<file path="src/rtl/sha_sched_pkg.sv">
// ============================================================================
// Module : sha_sched_pkg
// Brief  : Shared types, constants and the rotated first-one search used by
//          the SHA-256 request scheduler.
// Rev    : 1.0
// ============================================================================
`default_nettype none

package sha_sched_pkg;

  localparam int DIGEST_W  = 256;
  localparam int MAX_REQ   = 16;
  localparam int MAX_IDX_W = 4;

  typedef enum logic [1:0] {
    IDLE  = 2'd0,
    START = 2'd1,
    WAIT  = 2'd2,
    RESP  = 2'd3
  } sched_state_e;

  // Returns {found, index}. The offsets are scanned farthest-first so the
  // last hit written is the one nearest to ptr.
  function automatic logic [MAX_IDX_W:0] rr_first_one(
    input logic [MAX_REQ-1:0]   req,
    input logic [MAX_IDX_W-1:0] ptr,
    input int unsigned          n
  );
    logic [MAX_IDX_W:0] res;
    int unsigned        idx;
    res = '0;
    for (int unsigned k = MAX_REQ; k > 0; k--) begin
      if (k <= n) begin
        idx = (32'(ptr) + k - 1) % n;
        if (req[idx[MAX_IDX_W-1:0]]) begin
          res = {1'b1, idx[MAX_IDX_W-1:0]};
        end
      end
    end
    return res;
  endfunction

endpackage

`default_nettype wire

</file>
<file path="src/rtl/sha_rr_arb.sv">
// ============================================================================
// Module : sha_rr_arb
// Brief  : Combinational round-robin grant from req_valid and rr_ptr.
//          Define SHA_PRIORITY_EN to make requester 0 strict high priority.
// Rev    : 1.0
// ============================================================================
`default_nettype none

module sha_rr_arb
  import sha_sched_pkg::*;
#(
  parameter int NUM_REQ = 4,
  parameter int IDX_W   = $clog2(NUM_REQ)
) (
  input  logic [NUM_REQ-1:0] req_valid,
  input  logic [IDX_W-1:0]   rr_ptr,
  output logic               gnt_valid,
  output logic [IDX_W-1:0]   gnt_idx,
  output logic [NUM_REQ-1:0] gnt_onehot
);

  logic [MAX_REQ-1:0]   req_pad;
  logic [MAX_IDX_W-1:0] ptr_pad;
  logic [MAX_IDX_W:0]   rr_res;

  always_comb begin
    req_pad = MAX_REQ'(req_valid);
`ifdef SHA_PRIORITY_EN
    // Requester 0 is handled by the override; the rest rotate among themselves.
    req_pad[0] = 1'b0;
`endif
    ptr_pad    = MAX_IDX_W'(rr_ptr);
    rr_res     = rr_first_one(req_pad, ptr_pad, NUM_REQ);
    gnt_valid  = rr_res[MAX_IDX_W];
    gnt_idx    = IDX_W'(rr_res[MAX_IDX_W-1:0]);
`ifdef SHA_PRIORITY_EN
    if (req_valid[0]) begin
      gnt_valid = 1'b1;
      gnt_idx   = '0;
    end
`endif
    gnt_onehot = '0;
    if (gnt_valid) begin
      gnt_onehot[gnt_idx] = 1'b1;
    end
  end

endmodule

`default_nettype wire

</file>
<file path="src/rtl/sha256_req_sched.sv">
// ============================================================================
// Module : sha256_req_sched
// Brief  : Round-robin scheduler sharing one fixed-latency SHA-256 core
//          between NUM_REQ requesters. Optional macro: SHA_PRIORITY_EN.
// Rev    : 1.0
// ============================================================================
`default_nettype none

module sha256_req_sched
  import sha_sched_pkg::*;
#(
  parameter int NUM_REQ      = 4,
  parameter int MSG_SIZE     = 96,
  parameter int CORE_LATENCY = 80,
  parameter int IDX_W        = $clog2(NUM_REQ)
) (
  input  logic                        clk,
  input  logic                        reset,
  input  logic [NUM_REQ-1:0]          req_valid,
  input  logic [NUM_REQ*MSG_SIZE-1:0] req_msg,
  output logic [NUM_REQ-1:0]          req_ready,
  output logic [MSG_SIZE-1:0]         core_message,
  output logic                        core_start,
  input  logic [DIGEST_W-1:0]         core_hashed,
  output logic                        rsp_valid,
  output logic [IDX_W-1:0]            rsp_id,
  output logic [DIGEST_W-1:0]         rsp_hash,
  input  logic                        rsp_ready,
  output logic                        busy
);

  localparam int             CNT_W    = $clog2(CORE_LATENCY);
  localparam logic [CNT_W-1:0] CNT_LOAD = CNT_W'(CORE_LATENCY - 1);

  sched_state_e         state_q, state_d;
  logic [IDX_W-1:0]     rr_ptr_q, rr_ptr_d;
  logic [IDX_W-1:0]     job_id_q, job_id_d;
  logic [CNT_W-1:0]     cnt_q, cnt_d;
  logic [MSG_SIZE-1:0]  msg_q, msg_d;
  logic                 start_q, start_d;
  logic                 rsp_valid_q, rsp_valid_d;
  logic [IDX_W-1:0]     rsp_id_q, rsp_id_d;
  logic [DIGEST_W-1:0]  rsp_hash_q, rsp_hash_d;

  logic                 gnt_valid;
  logic [IDX_W-1:0]     gnt_idx;
  logic [NUM_REQ-1:0]   gnt_onehot;
  logic                 accept;

  sha_rr_arb #(
    .NUM_REQ (NUM_REQ),
    .IDX_W   (IDX_W)
  ) u_arb (
    .req_valid  (req_valid),
    .rr_ptr     (rr_ptr_q),
    .gnt_valid  (gnt_valid),
    .gnt_idx    (gnt_idx),
    .gnt_onehot (gnt_onehot)
  );

  // Grant is only offered in IDLE and never while reset is held.
  assign accept    = (state_q == IDLE) && gnt_valid && reset;
  assign req_ready = accept ? gnt_onehot : '0;

  always_ff @(posedge clk or negedge reset) begin
    if (!reset) begin
      state_q <= IDLE;
    end else begin
      state_q <= state_d;
    end
  end

  always_comb begin
    state_d = state_q;
    case (state_q)
      IDLE:    if (accept) state_d = START;
      START:   state_d = WAIT;
      WAIT:    if (cnt_q == '0) state_d = RESP;
      RESP:    if (rsp_ready) state_d = IDLE;
      default: state_d = IDLE;
    endcase
  end

  always_comb begin
    rr_ptr_d    = rr_ptr_q;
    job_id_d    = job_id_q;
    cnt_d       = cnt_q;
    msg_d       = msg_q;
    start_d     = 1'b0;
    rsp_valid_d = rsp_valid_q;
    rsp_id_d    = rsp_id_q;
    rsp_hash_d  = rsp_hash_q;
    case (state_q)
      IDLE: begin
        if (accept) begin
          msg_d    = req_msg[gnt_idx*MSG_SIZE +: MSG_SIZE];
          job_id_d = gnt_idx;
          start_d  = 1'b1;
        end
      end
      START: cnt_d = CNT_LOAD;
      WAIT: begin
        if (cnt_q == '0) begin
          rsp_hash_d  = core_hashed;
          rsp_id_d    = job_id_q;
          rsp_valid_d = 1'b1;
        end else begin
          cnt_d = cnt_q - CNT_W'(1);
        end
      end
      RESP: begin
        if (rsp_ready) begin
          rsp_valid_d = 1'b0;
`ifdef SHA_PRIORITY_EN
          if (job_id_q != '0)
`endif
            rr_ptr_d = (job_id_q == IDX_W'(NUM_REQ - 1)) ? '0 : job_id_q + IDX_W'(1);
        end
      end
      default: ;
    endcase
  end

  always_ff @(posedge clk or negedge reset) begin
    if (!reset) begin
      rr_ptr_q    <= '0;
      job_id_q    <= '0;
      cnt_q       <= '0;
      msg_q       <= '0;
      start_q     <= 1'b0;
      rsp_valid_q <= 1'b0;
      rsp_id_q    <= '0;
      rsp_hash_q  <= '0;
    end else begin
      rr_ptr_q    <= rr_ptr_d;
      job_id_q    <= job_id_d;
      cnt_q       <= cnt_d;
      msg_q       <= msg_d;
      start_q     <= start_d;
      rsp_valid_q <= rsp_valid_d;
      rsp_id_q    <= rsp_id_d;
      rsp_hash_q  <= rsp_hash_d;
    end
  end

  assign core_message = msg_q;
  assign core_start   = start_q;
  assign rsp_valid    = rsp_valid_q;
  assign rsp_id       = rsp_id_q;
  assign rsp_hash     = rsp_hash_q;
  assign busy         = (state_q != IDLE);

endmodule

`default_nettype wire

</file>
<file path="config.mk">
export PLATFORM = sky130hd
export DESIGN_NAME = sha256_req_sched
export DESIGN_NICKNAME = d
export VERILOG_FILES = /design/src/rtl/sha_sched_pkg.sv /design/src/rtl/sha_rr_arb.sv /design/src/rtl/sha256_req_sched.sv
export SDC_FILE = /design/constraint.sdc
export NUM_CORES = 1
export LEC_CHECK = 0
export BUFFER_PORTS_ARGS = -buffer_cell sky130_fd_sc_hd__buf_2
export CELL_PAD_IN_SITES_DETAIL_PLACEMENT = 1
export CELL_PAD_IN_SITES_GLOBAL_PLACEMENT = 1
export CORE_AREA = 2 2 387 389
export CTS_CLUSTER_DIAMETER = 120
export DETAILED_ROUTE_END_ITERATION = 16
export DIE_AREA = 0 0 389 391
export GPL_TIMING_DRIVEN = 0
export HOLD_SLACK_MARGIN = 0.08
export PLACE_DENSITY_LB_ADDON = 0.1
export SLEW_MARGIN = 20
export SYNTH_ARGS = -nofsm -noshare
export SYNTH_HDL_FRONTEND = slang
export SYNTH_SLANG_ARGS = --single-unit
</file>
<file path="constraint.sdc">
create_clock -name clk -period 2.55 [get_ports clk]
set_input_delay 0.1275 -clock clk [delete_from_list [all_inputs] [get_ports clk]]
set_output_delay 0.1275 -clock clk [all_outputs]
set_load 0.02 [all_outputs]
</file>
==> results by group <==
Outcome
  • Run status: finished clean

Placed design
  • DP Cell Count: around 4200
  • Gpl congestion: 0.794
  • Post-DP HPWL: 80000 um
  • PortBufs: 1007
  • Placed Area: 0.0238 sq mm
  • Worst slack, placed: -0.861 ns

Worst setup path
  • Top cell by count, worst path: buf_4
  • Arrival time at the worst endpoint: 2.96 ns
  • Worst path max stage delay: 0.37 ns
  • R2R Setup Slk: 0.09 ns
  • Crit path max fanout: 10
  • Crit. End Element: flop
  • R2r endpoint: core_message[15]$_DFFE_PN0P_
  • Type of origin of the critical path: flop
  • Path depth of the worst reg2reg path: 9
  • Critical path class: flop to flop
  • CP cell instances: buf_4 > mux2_2 > o221ai_4 > buf_4 > buf_12 > buf_8 > mux2_1 > nand2_1 > a21oi_1
  • Critical-path top delay cell: mux2_2
  • Critical Path RT: 3.05 ns
  • R2R Path Start: rr_ptr_q[1]$_DFFE_PN0P_

Synth
  • Yosys reg bits: 369
  • Gate Count Post-Synth: between 1000 and 1500
  • XOR/XNOR Fraction of Synth Area: 0.216%
  • Synthesized netlist net count: 1924
  • Synth unique cells: 42
  • Dominant synthesized flop cell: dfrtp_1
  • Synthesized area: 0.0162 sq mm
  • Async SR Flop Fraction: 100%
  • Sequential fraction of the synthesis area: 56.8%
  • Mux contribution to synthesized area: 24.6%
  • Avg Inst Size Synth: 12.8 sq um
  • Post-Synth Simple-Gate Area: 5.18%
  • Synth Area in Adders: 0.616%
  • Main combinational cell family by area after synthesis: multiplexers
  • Number of synthesized flops with an enable pin: 0
  • Compound-Gate Fraction of Synth Area: 9.44%
  • Synth warn: 0

Final layout
  • Final nets: 3648
  • Fin cells: 4989
  • Final instance area: 0.0325 sq mm
  • Synthesis-to-layout area growth: 100%
  • FILL cells: 17151
  • Fin util: 21.9%
  • Layout cell share with drive strength beyond 1: 47.6%

Routing
  • DR pass1 iterations: 4
  • # DRC: 0
  • Initial DRC Count: 426
  • WL/cell: between 20 and 25 um
  • Vias: 17686
  • Routed Antenna Nets: 0
  • Detailed Route WL: 101000 um
  • Vias/cell: 3.54

CTS
  • Worst-Skew Late Latency: 0.63 ns
  • Root buf cell: clkbuf_16
  • Clk sinks: ~370
  • Clock Tree Buf Depth: 3
  • CTS tree: built
  • Clock slew seen by the registers of the worst setup and hold paths: roughly 0.06 ns
  • TritonCTS Buffers: 53
  • H-Tree Depth: 2

Timing
  • Final Skew: 0.0145 ns
  • Final Hold Viols: 0
  • Setup slack after layout: between 0.08 and 0.09 ns
  • Final TNS setup: 0 ns
  • Worst rel slew slack: between 30% and 40%
  • Period utilization: a little over nine tenths
  • Peak Freq: 406 MHz
  • Max-slew violations: 0
  • Setup violators final: 0
  • Slew @ Worst Pin: 0.927 ns
  • Post-layout min period: 2.46 ns
  • Hold WS: 0.149 ns
  • RSZ-0062 raised after global routing: false

GRT
  • Met1 usage: 14.2%
  • Gr ovfl total: 0
  • Largest net degree at the start of global routing: 84
  • GRT Total Usage: 12.7%
  • Number of global-route vias before repair: roughly 20000
  • First-pass GRT wire length: between 100000 and 150000 um
  • GRT Max-Usage Layer: met2
  • M3 GR Usage: 3.09%
  • M2 GR Usage: 23.5%
  • Initial antenna violation count: 12

Power and ir drop
  • IR drop worst, VDD: 0.000430 V
  • Design Power: 24.4 mW
  • Psw: roughly 9.3 mW
  • Internal power: about 15 mW
  • Clock power share: 31.8%
  • Flop pwr share: 31.1%
  • Combinational Power Share: 37.1%
  • Sw Ratio: a little under two fifths
  • Cell area power density: 749 mW/mm^2
  • P_leak: between 10 and 15 nW

Floorplanning
  • Starting Density: between 10% and 20%
  • I/O pin total: between 1000 and 1500
  • Die width: 389 um
  • DIE HEIGHT: 391 um
  • Die area: 0.152 sq mm
  • Std cell rows: about 140
  • Core area: 0.149 sq mm

Min path
  • HP Start: req_valid[3]
  • Hold Path End: job_id_q[0]$_DFFE_PN0P_
  • Hold Path Class: primary input to flop
  • Hold-critical path depth: 4

Flow run
  • Max Cap Viol: 0
state kept, by name, indices dropped and copies added, names as in the netlist:
signal and flops:
cnt_q 7, core_message 96, core_start 1, job_id_q 2, rr_ptr_q 2, rsp_hash 256
rsp_id 2, rsp_valid 1, state_q 2
cell type report:
| type | instances | area (sq um) | share of cell area (%) |
|---|---|---|---|
| Inverter | 10 | 40.0 | 0.123 |
| Sequential cell | 369 | 9230 | 28.4 |
| Tap cell | 1944 | 2430 | 7.47 |
| Clock buffer | 76 | 1510 | 4.65 |
| Clock inverter | 20 | 280 | 0.861 |
| Multi-Input combinational cell | 798 | 6590 | 20.3 |
| Buffer | 87 | 494 | 1.52 |
| Antenna cell | 11 | 27.5 | 0.0846 |
| Timing Repair Buffer | 1674 | 11900 | 36.7 |
layout by cell type (no fill, tap or decap), drive strengths merged, types with 2 or more instances in the layout:
cell | Yosys | layout
a21oi | 86 | 86
a221oi | 96 | 96
a31oi | 4 | 4
buf | 41 | 1070
bufinv | 0 | 6
clkbuf | 51 | 124
clkinv | 0 | 13
dfrtp | 369 | 369
diode | 0 | 11
dlygate4sd3 | 0 | 643
ha | 8 | 8
inv | 10 | 11
mux2 | 341 | 341
mux2i | 16 | 16
nand2 | 90 | 90
nand3 | 4 | 4
nand4b | 2 | 2
nor2 | 101 | 101
nor3 | 6 | 6
o21ai | 3 | 3
o22ai | 19 | 19
xor2 | 3 | 3
repair_timing:
item | 4_1_cts | 5_1_grt
endpoints found under the setup margin | 329 | 19
hold buffers | 650 | 0
setup buffers | 10 | 3
gates cloned | 0 | 0
endpoints found under the hold margin | 651 | 0
resized for setup | 38 | 13
pin swaps | 2 | 1
per-layer routing:
layer	routed length, um	share of wire, %	vias to the layer above
met1	38200	38	8865
li1	-	-	8104
met4	3140	3.1	2
met2	53100	53	583
met3	6210	6.2	132
met5	7	0.0070	-
power by group through the flow:
| stage | Clock, mW | Sequential, mW | Combinational (mW) |
|---|---|---|---|
| 5_1_grt | 8.39 | 7.73 | 9.74 |
| 3_5_place_dp | 0 | 7.67 | 8.14 |
| 2_1_floorplan | 0 | 8.81 | 2.88 |
| 4_1_cts | 8.20 | 7.59 | 9.25 |
| 3_3_place_gp | 0 | 7.65 | 8.08 |
| 6_report | 7.74 | 7.58 | 9.04 |
kinds of logic after synthesis:
logic type | Yosys count
AO/OA/AOI/OAI | 218
XOR/XNOR | 4
adder cells (fa/ha/maj) | 8
buffers and inverters | 102
flip-flops | 369
multiplexers | 357
AND/OR/NAND/NOR | 211
worst max-delay path: cells and delay by family, from the launching register on:
kind / cells / cell delay, ns
compound gates: 2 / 0.34
buf+inv: 4 / 0.78
flops: 1 / 0.32
mux: 2 / 0.72
simple gates: 1 / 0.18
cell usage after synthesis (all sizes together), types with 4 or more instances:
library cell	number	area, sq um
buf	41	270
mux2	341	3840
mux2i	16	160
nor2	101	379
nand2	90	338
nand3	4	20.0
nor3	6	30.0
o22ai	19	119
a31oi	4	25.0
a21oi	86	430
ha	8	100
inv	10	37.5
dfrtp	369	9230
clkbuf	51	191
a221oi	96	841
worst max path at each step:
stage | start | slack, ns | cells past startpoint | end
after floorplan | rr_ptr_q[1]$_DFFE_PN0P_ | 0.59 | 8 | req_ready[3]
after global placement | reset | -8.47 | 6 | core_message[10]$_DFFE_PN0P_
after detailed placement | state_q[0]$_DFFE_PN0P_ | -0.86 | 6 | rsp_hash[250]$_DFFE_PN0P_
after CTS | rr_ptr_q[1]$_DFFE_PN0P_ | -0.22 | 8 | req_ready[3]
after global routing | rr_ptr_q[1]$_DFFE_PN0P_ | 0.01 | 9 | core_message[15]$_DFFE_PN0P_
final | rr_ptr_q[1]$_DFFE_PN0P_ | 0.09 | 9 | core_message[15]$_DFFE_PN0P_
No activity file was read; power rests on OpenSTA's default activity.
